`src/rtl/csi_packet_scheduler.sv`:
```
// csi_packet_scheduler
// Frames one CSI-2 frame into a byte-wide TX FIFO:
// FS short packet, IMAGE_LINES long packets (header, payload, checksum footer), FE short packet.
//
// Handshakes (valid/ready):
// - Payload input: a byte moves on a rising edge where pix_valid & pix_ready are both high.
//   pix_ready never depends on pix_valid.
// - FIFO output: a byte is written on a rising edge where fifo_wr is high.
//   fifo_wr is never high while fifo_full is high.
// The FSM state is exported on state_dbg so checkers can bind to it.
module csi_packet_scheduler #(
  parameter logic [1:0] VIRTUAL_CHANNEL   = 2'h0,
  parameter int         IMAGE_LINES       = 4,
  parameter int         IMAGE_LINE_PIXELS = 16,
  parameter int         IMAGE_PIXEL_WIDTH = 14,
  parameter int         IMAGE_LINE_GAP    = 8,
  parameter logic [7:0] ECC               = 8'hCC,
  parameter logic [5:0] PIXEL_DATA_TYPE   = 6'h2D,
  parameter logic [5:0] FS_DATA_TYPE      = 6'h0,
  parameter logic [5:0] FE_DATA_TYPE      = 6'h1
) (
  input  logic        clk,
  input  logic        rst,
  input  logic        frame_start,
  input  logic [7:0]  pix_data,
  input  logic        pix_valid,
  output logic        pix_ready,
  input  logic        fifo_full,
  output logic [7:0]  fifo_wdata,
  output logic        fifo_wr,
  output logic        busy,
  output logic        frame_done,
  output logic [15:0] frame_num,
  output logic [2:0]  state_dbg
);

  typedef enum logic [2:0] {
    S_IDLE = 3'd0,
    S_FS   = 3'd1,
    S_GAP  = 3'd2,
    S_LHDR = 3'd3,
    S_LPAY = 3'd4,
    S_LFTR = 3'd5,
    S_FE   = 3'd6,
    S_DONE = 3'd7
  } state_t;

  localparam int          WC_INT     = IMAGE_LINE_PIXELS * IMAGE_PIXEL_WIDTH / 8;
  localparam logic [15:0] WC         = 16'(WC_INT);
  localparam logic [15:0] WC_LAST    = 16'(WC_INT - 1);
  localparam logic [15:0] GAP_LAST   = 16'((IMAGE_LINE_GAP > 0) ? (IMAGE_LINE_GAP - 1) : 0);
  localparam logic [15:0] LINES_LAST = 16'(IMAGE_LINES - 1);
  // With no inter-line gap a line header follows immediately.
  localparam state_t      LINE_ENTRY = (IMAGE_LINE_GAP == 0) ? S_LHDR : S_GAP;

  state_t      state, state_nx;
  logic [15:0] cnt;       // byte index in header/payload/footer, cycle index in GAP
  logic [15:0] line;      // current line number within the frame
  logic [15:0] csum;      // running payload checksum of the current line

  // Short packet bytes: {VC,DT}, frame_num low, frame_num high, ECC.
  function automatic logic [7:0] short_byte(input logic [5:0] dt, input logic [1:0] idx,
                                            input logic [15:0] fn);
    case (idx)
      2'd0:    short_byte = {VIRTUAL_CHANNEL, dt};
      2'd1:    short_byte = fn[7:0];
      2'd2:    short_byte = fn[15:8];
      default: short_byte = ECC;
    endcase
  endfunction

  // Long packet header bytes: {VC,DT}, WC low, WC high, ECC.
  function automatic logic [7:0] line_hdr_byte(input logic [1:0] idx);
    case (idx)
      2'd0:    line_hdr_byte = {VIRTUAL_CHANNEL, PIXEL_DATA_TYPE};
      2'd1:    line_hdr_byte = WC[7:0];
      2'd2:    line_hdr_byte = WC[15:8];
      default: line_hdr_byte = ECC;
    endcase
  endfunction

  assign state_dbg  = state;
  assign busy       = (state != S_IDLE) && (state != S_DONE);
  assign frame_done = (state == S_DONE);

  // Next-state and byte-emission logic; outputs idle at zero outside emitting states.
  always_comb begin
    state_nx   = state;
    fifo_wr    = 1'b0;
    fifo_wdata = 8'h00;
    pix_ready  = 1'b0;
    case (state)
      S_IDLE: begin
        if (frame_start) state_nx = S_FS;
      end
      S_FS: begin
        fifo_wr    = !fifo_full;
        fifo_wdata = short_byte(FS_DATA_TYPE, cnt[1:0], frame_num);
        if (fifo_wr && cnt == 16'd3) state_nx = LINE_ENTRY;
      end
      S_GAP: begin
        if (cnt == GAP_LAST) state_nx = S_LHDR;
      end
      S_LHDR: begin
        fifo_wr    = !fifo_full;
        fifo_wdata = line_hdr_byte(cnt[1:0]);
        if (fifo_wr && cnt == 16'd3) state_nx = S_LPAY;
      end
      S_LPAY: begin
        pix_ready  = !fifo_full;
        fifo_wr    = pix_valid && !fifo_full;
        fifo_wdata = pix_data;
        if (fifo_wr && cnt == WC_LAST) state_nx = S_LFTR;
      end
      S_LFTR: begin
        fifo_wr    = !fifo_full;
        fifo_wdata = cnt[0] ? csum[15:8] : csum[7:0];
        if (fifo_wr && cnt == 16'd1) state_nx = (line == LINES_LAST) ? S_FE : LINE_ENTRY;
      end
      S_FE: begin
        fifo_wr    = !fifo_full;
        fifo_wdata = short_byte(FE_DATA_TYPE, cnt[1:0], frame_num);
        if (fifo_wr && cnt == 16'd3) state_nx = S_DONE;
      end
      S_DONE: begin
        state_nx = S_IDLE;
      end
      default: state_nx = S_IDLE;
    endcase
  end

  // State register plus byte/cycle index, line counter, checksum and frame number.
  always_ff @(posedge clk or posedge rst) begin
    if (rst) begin
      state     <= S_IDLE;
      cnt       <= 16'd0;
      line      <= 16'd0;
      csum      <= 16'd0;
      frame_num <= 16'd0;
    end else begin
      state <= state_nx;

      // The index restarts on every state change and otherwise moves per written byte
      // (or per cycle while waiting in the gap).
      if (state_nx != state)
        cnt <= 16'd0;
      else if (fifo_wr || state == S_GAP)
        cnt <= cnt + 16'd1;

      if (state == S_FS)
        line <= 16'd0;
      else if (state == S_LFTR && fifo_wr && cnt == 16'd1)
        line <= line + 16'd1;

      if (state == S_LHDR)
        csum <= 16'd0;
      else if (state == S_LPAY && fifo_wr)
        csum <= csum + {8'h00, pix_data};

      // Frame numbers skip 0 on wrap so 0 always means "no frame since reset".
      if (state == S_IDLE && frame_start)
        frame_num <= (frame_num == 16'hFFFF) ? 16'h0001 : frame_num + 16'd1;
    end
  end

endmodule
```
`config.mk`:
```
export PLATFORM = sky130hd
export DESIGN_NAME = csi_packet_scheduler
export DESIGN_NICKNAME = d
export VERILOG_FILES = /design/src/rtl/csi_packet_scheduler.sv
export SDC_FILE = /design/constraint.sdc
export NUM_CORES = 1
export LEC_CHECK = 0
export CAP_MARGIN = 10
export CORE_MARGIN = 4
export CORE_UTILIZATION = 50
export CTS_CLUSTER_DIAMETER = 100
export DETAILED_ROUTE_END_ITERATION = 8
export PLACE_DENSITY_LB_ADDON = 0.2
export REMOVE_ABC_BUFFERS = 1
export SYNTH_ARGS = -nofsm -noshare
export SYNTH_HDL_FRONTEND = slang
export SYNTH_SLANG_ARGS = --single-unit
```
`constraint.sdc`:
```
create_clock -name clk -period 2.9 [get_ports clk]
set_input_delay 0.87 -clock clk [delete_from_list [all_inputs] [get_ports clk]]
set_output_delay 0.87 -clock clk [all_outputs]
set_load 0.02 [all_outputs]
```
After elaboration in Yosys (flattened, before gate mapping)
Index checks and enable logic that the tools add are counted.
Word-level totals
  output and inout port bits: 31
  flip-flop bits (word level): 67
  logic and storage cells: 67
  bits of input ports: 13
Operators by class
  add/subtract/negate cells: 4
  equal/unequal tests: 17
  reduce and logical (&&, ||, !) cells: 18
  mux-type cells: 23
Operators by type and width (number)
  two-way mux 16 bit: 7
  one-hot mux 8 bit (3 select lines): 3
  adder 16 x 1 -> 16 bit, second input constant: 3
  one-hot mux 8 bit (5 select lines): 1
  equality test 16 x 2 -> 1 bit, second input constant: 2
  two-way mux 3 bit: 8
  one-hot mux 3 bit (8 select lines): 1
  adder 16 x 8 -> 16 bit: 1
  equality test 16 x 1 -> 1 bit, second input constant: 1
  equality test 16 bit, second input constant: 1
  equality test 16 x 3 -> 1 bit, second input constant: 1
  equality test 16 x 5 -> 1 bit, second input constant: 1
  equality test 3 bit, second input constant: 4
  logical AND 1 bit: 9
  two-way mux 8 bit: 1
  equality test 3 x 2 -> 1 bit, second input constant: 2
  nonzero test 2 bit: 3
  OR reduction 4 bit: 1
  equality test 3 x 1 -> 1 bit, second input constant: 1
  logical NOT 3 bit: 1
  != test 3 bit: 1
  != test 3 bit, second input constant: 1
  nonzero test 3 bit: 1
  equality test 2 x 1 -> 1 bit, second input constant: 1
  6 further kinds: 6

Logic depth before layout (Yosys ltp)
Gate-level depths: netlist of run 1.
  depth after elaboration: 7
  mapped depth: 9
  depth with buffers taken out: 9

Worst setup path after synthesis of run 1
OpenSTA, ideal clock, no wires.
  path type: reg-to-output
  start: reg cnt[0]
  end: out fifo_wdata[5]
  stages on the path, launching flop included: 8
  data required time: 2.030 ns
  path buffers: 2
  path slack: 0.004 ns
  arrival: 2.026 ns
  cells stage by stage: dfrtp_1 -> clkbuf_1 -> inv_1 -> ha_1 -> buf_1 -> a22o_1 -> a22o_1 -> a31o_1
On the way
  word-level cells in the longest chain between the ends: 3
  elaborated cells on any way between the ends: 8
  those cells by class: 2 x eq/ne; 5 x mux; 1 x reduce/logical
RTL lines
  start, declared: RTL line 57  | logic [15:0] cnt;
  start signal, assigned: RTL line 148  | cnt <= cnt + 16'd1;
  equality test 2 bit (tied with other cells): RTL line 64, 74
  one-hot mux 8 bit (3 select lines) (on tied branches): RTL line 64, 74
  one-hot mux 8 bit (5 select lines) (*): RTL line 92  | case (state)
  end, declared: RTL line 29  | output logic [7:0] fifo_wdata,
Mark *: on every way between the ends. The rest lies on a longest branch, timed or not.

Final worst setup path of run 1
  start: in fifo_full
  end: out pix_ready
On the way
  word-level cells in the longest chain between the ends: 2
RTL lines
  start, declared: RTL line 28  | input logic fifo_full,
  logical NOT 1 bit: RTL line 110  | pix_ready = !fifo_full;
  two-way mux 1 bit: RTL line 92
  end, declared: RTL line 27  | output logic pix_ready,
Every way passes these cells.

==> results.yml, run 1 <==
clocking:
  htree_num_levels: 3
  clock-sinks: 67
  insertion_delay_ns: 0.35
  max-clock-path-buffers: 2
  clockRootBuffer: "clkbuf_8"
  cts.reportedPaths.clkPinSlew_ns: 0.07
  clock_tree_from_tritoncts: "built"
  tritoncts.num_buffers: 9
synth:
  ys_async_sr_fraction_pct: 100
  ys.flop_type: "dfrtp_1"
  yosys.area.top_type: "dfrtp_1"
  count_leader_synth: "dfrtp_1"
  syn-mean-instance-area_sq_um: 9.62
  synth_enable_flop_cells: 0
  synth_top_cells_by_area: "dfrtp_1 37%, xor2_1 5.1%, ha_1 4.8%"
  yosysWarningCount: 0
  mappedNetlistArea_sq_um: 4470
  top_area_cell_type_share_of_the_netlist_area_pct: 37.5
  synth_sequential_area_ratio_pct: 37.5
  synth_cell_type_count: 78
  synth.cells.most_frequent: "67 x dfrtp_1, 54 x nor2_1, 30 x nand2_1, 28 x nand3_1, 26 x xor2_1"
  syn_inst: 465
  yosys_register_bits: 67
sta:
  timing.clock.skew_ns: 0.0139
  max_freq_mhz: 349
  slew-limit-headroom_pct: 70.6
  final.setup.tns_ns: 0
  setup-violations-final: 0
  worstMarginPinSlew_ns: 0.442
  final_period_minus_worst_setup_slack_ns: 2.86
  post-route-period-util_pct: 98.8
  finalHoldViolations: 0
  grt_setup_unrepaired: "false"
  finalHoldWorstSlack_ns: 0.533
  drv_slew: 0
outcome:
  run_status: "completed"
drt:
  vias: 3816
  final_antenna_net_count: 0
  remaining_drc_errors: 0
  drt_iter0_drc: 104
  avgRoutedWirePerCell_microns: 16.2
  first_pass_iters: 4
  route.final.wire_length_mm: 10.9
  vias_per_cell: 5.66
cells_and_area:
  instances_no_fill: 674
  seqCellArea_sq_um: 1680
  multiInputGateArea_sq_um: 2620
  fin_nets: 592
  syn2layout_area_growth_pct: 25.0
  layout-drive-gt1-share_pct: 24.0
  antenna_cells_inserted: 0
  nFillCells: 741
placement:
  finalWeightedCongestion: 0.847
  placed_cells_incl_taps: 649
  io_buffer_count: 43
  place_hpwl_mm: 8.03
worst_hold_path:
  worstHoldStart: "frame_num[14]$_DFFE_PP0P_"
  hold-path-cell-count: 1
  timing.hold.worst.class: "flip-flop to flip-flop"
  min_delay_worst_endpoint: "frame_num[14]$_DFFE_PP0P_"
floorplan:
  core_sq_um: 8720
  io_count: 44
  fp-row-count: 34
  chipHeight_microns: 103
  die_width_microns: 103
  floorplan.initialDensity_pct: 51.3
  dieArea_sq_um: 10500
critical_path:
  timing.rr.start: "cnt[1]$_DFFE_PP0P_"
  worst_ep_required_time_ns: 2.03
  worstPathArrival_ns: 1.99
  critPathLaunchType: "primary input"
  worst-r2r-cell-count: 9
  path_max_fanout: 3
  r2r_setup_slack_ns: 0.66
  crit_path_end_kind: "output port"
  worstSetupPathType: "primary input to output port"
  timing.rr.end: "line[12]$_DFFE_PP0P_"
pwr:
  ir_worst_vdd_uv: 526
  power_density_nw_per_um2: 676
  p_leak_nw: 2.38
  totalPowerFinal_w: 0.00378
global_route:
  grt_first_pass_wirelength_mm: 18.8
  grt_overflow_total: 0
  global_route.usage.total_pct: 22.7
  first_global_vias: 3813
  pin_count_of_the_biggest_net_entering_global_routing: 68
  grt_antenna_before_repair: 0
flow_run:
  maxCapViolations: 0
-- cells in the final DEF, fill, tap and decap left out, types with 4 or more instances in the layout --
cell type and instances:
inv_1 9, nor3_2 4, nor2_2 11, nor4_1 4, nand3_1 27, and4_1 4, buf_4 56, o21ai_0 21
and3_1 10, clkdlybuf4s50_1 31, dfrtp_1 64, nor2_1 53, clkbuf_8 9, ha_1 17, nand2_1 30, a21oi_1 17
a221oi_1 5, xor2_1 26, clkbuf_2 6, xnor2_1 22, mux2i_1 13, a211oi_1 5, nor3_1 8, nand4_1 15
-- how the worst max path moves through the flow --
stage,start,to,slack (ns),depth (start not counted)
finish,fifo_full,pix_ready,0.04,3
global route,pix_data[0],csum[12]$_DFFE_PP0P_,0.01,11
CTS,state_dbg[0]$_DFF_PP0_,fifo_wdata[2],0.002,7
detailed placement,pix_valid,fifo_wr,-0.47,4
global placement,pix_valid,fifo_wr,-0.47,4
floorplan,state_dbg[0]$_DFF_PP0_,fifo_wdata[0],-0.12,6
-- stage by stage --
step	instance area, sq um	utilization, %	setup WS [ns]
global route	5590	64.1	0.0102
CTS	5570	63.8	0.00164
detailed placement	5310	60.9	-0.467
finish	5590	64.1	0.0359
floorplan	4320	-	-0.118
global placement	5310	60.9	-0.474
-- cell type report --
class / instances / area share [%]
Inverter: 12 / 0.850
Timing Repair Buffer: 103 / 15.9
Multi-Input combinational cell: 368 / 46.9
Clock buffer: 10 / 2.28
Clock inverter: 6 / 1.61
Tap cell: 108 / 2.42
Sequential cell: 67 / 30.1
-- flip-flops by register name (all words and copies together), names as in the netlist --
name / flops
csum: 16
line: 16
frame_num: 16
cnt: 16
state_dbg: 3
-- critical path, cell delays in order --
cell	delay, ns
clkdlybuf4s50_1	0.52
nor4b_4	0.29
clkdlybuf4s15_2	0.32
-- per-layer routing --
| layer | GRT usage, % | vias to the layer above | part of all wire, % |
|---|---|---|---|
| met5 | 0 | - | 0 |
| met4 | 7.06 | 0 | 1.2 |
| met3 | 2.71 | 11 | 3.1 |
| met2 | 37.4 | 57 | 49 |
| met1 | 31.2 | 1870 | 47 |
| li1 | - | 1878 | - |
-- repair_timing --
item	CTS	global route
gates resized for setup	29	20
pin swaps	0	1
cloned	0	0
buffers inserted	5	4
hold buffers	0	0
setup endpoints to repair	12	11
-- kinds of logic (layout without fill, tap and decap cells) --
logic type / Yosys count / count (layout) / synth area share [%]
xor gates and xnor gates: 48 / 48 / 9.40
DFF: 67 / 67 / 37.5
buffers and inverters: 30 / 131 / 4.36
muxes: 13 / 13 / 2.91
adders and majority gates: 18 / 18 / 5.20
AOI/OAI and AO/OA: 91 / 91 / 14.8
and+or+nand+nor: 198 / 198 / 25.8
-- power breakdown --
group          total [W]  switching, W  internal, W
clock           0.000862      0.000377     0.000486
sequential       0.00115      0.000137      0.00102
combinational    0.00176      0.000965     0.000796
Power figures use the tool's default switching activity.
==> inputs of run 2 (changes only) <==
--- a/config.mk
+++ b/config.mk
@@ -5,7 +5,6 @@
 export SDC_FILE = /design/constraint.sdc
 export NUM_CORES = 1
 export LEC_CHECK = 0
-export CAP_MARGIN = 10
 export CORE_MARGIN = 4
 export CORE_UTILIZATION = 50
 export CTS_CLUSTER_DIAMETER = 100
==> results of run 2 <==
Same layout as run 1: the final DEF is identical, and so are final timing and power.
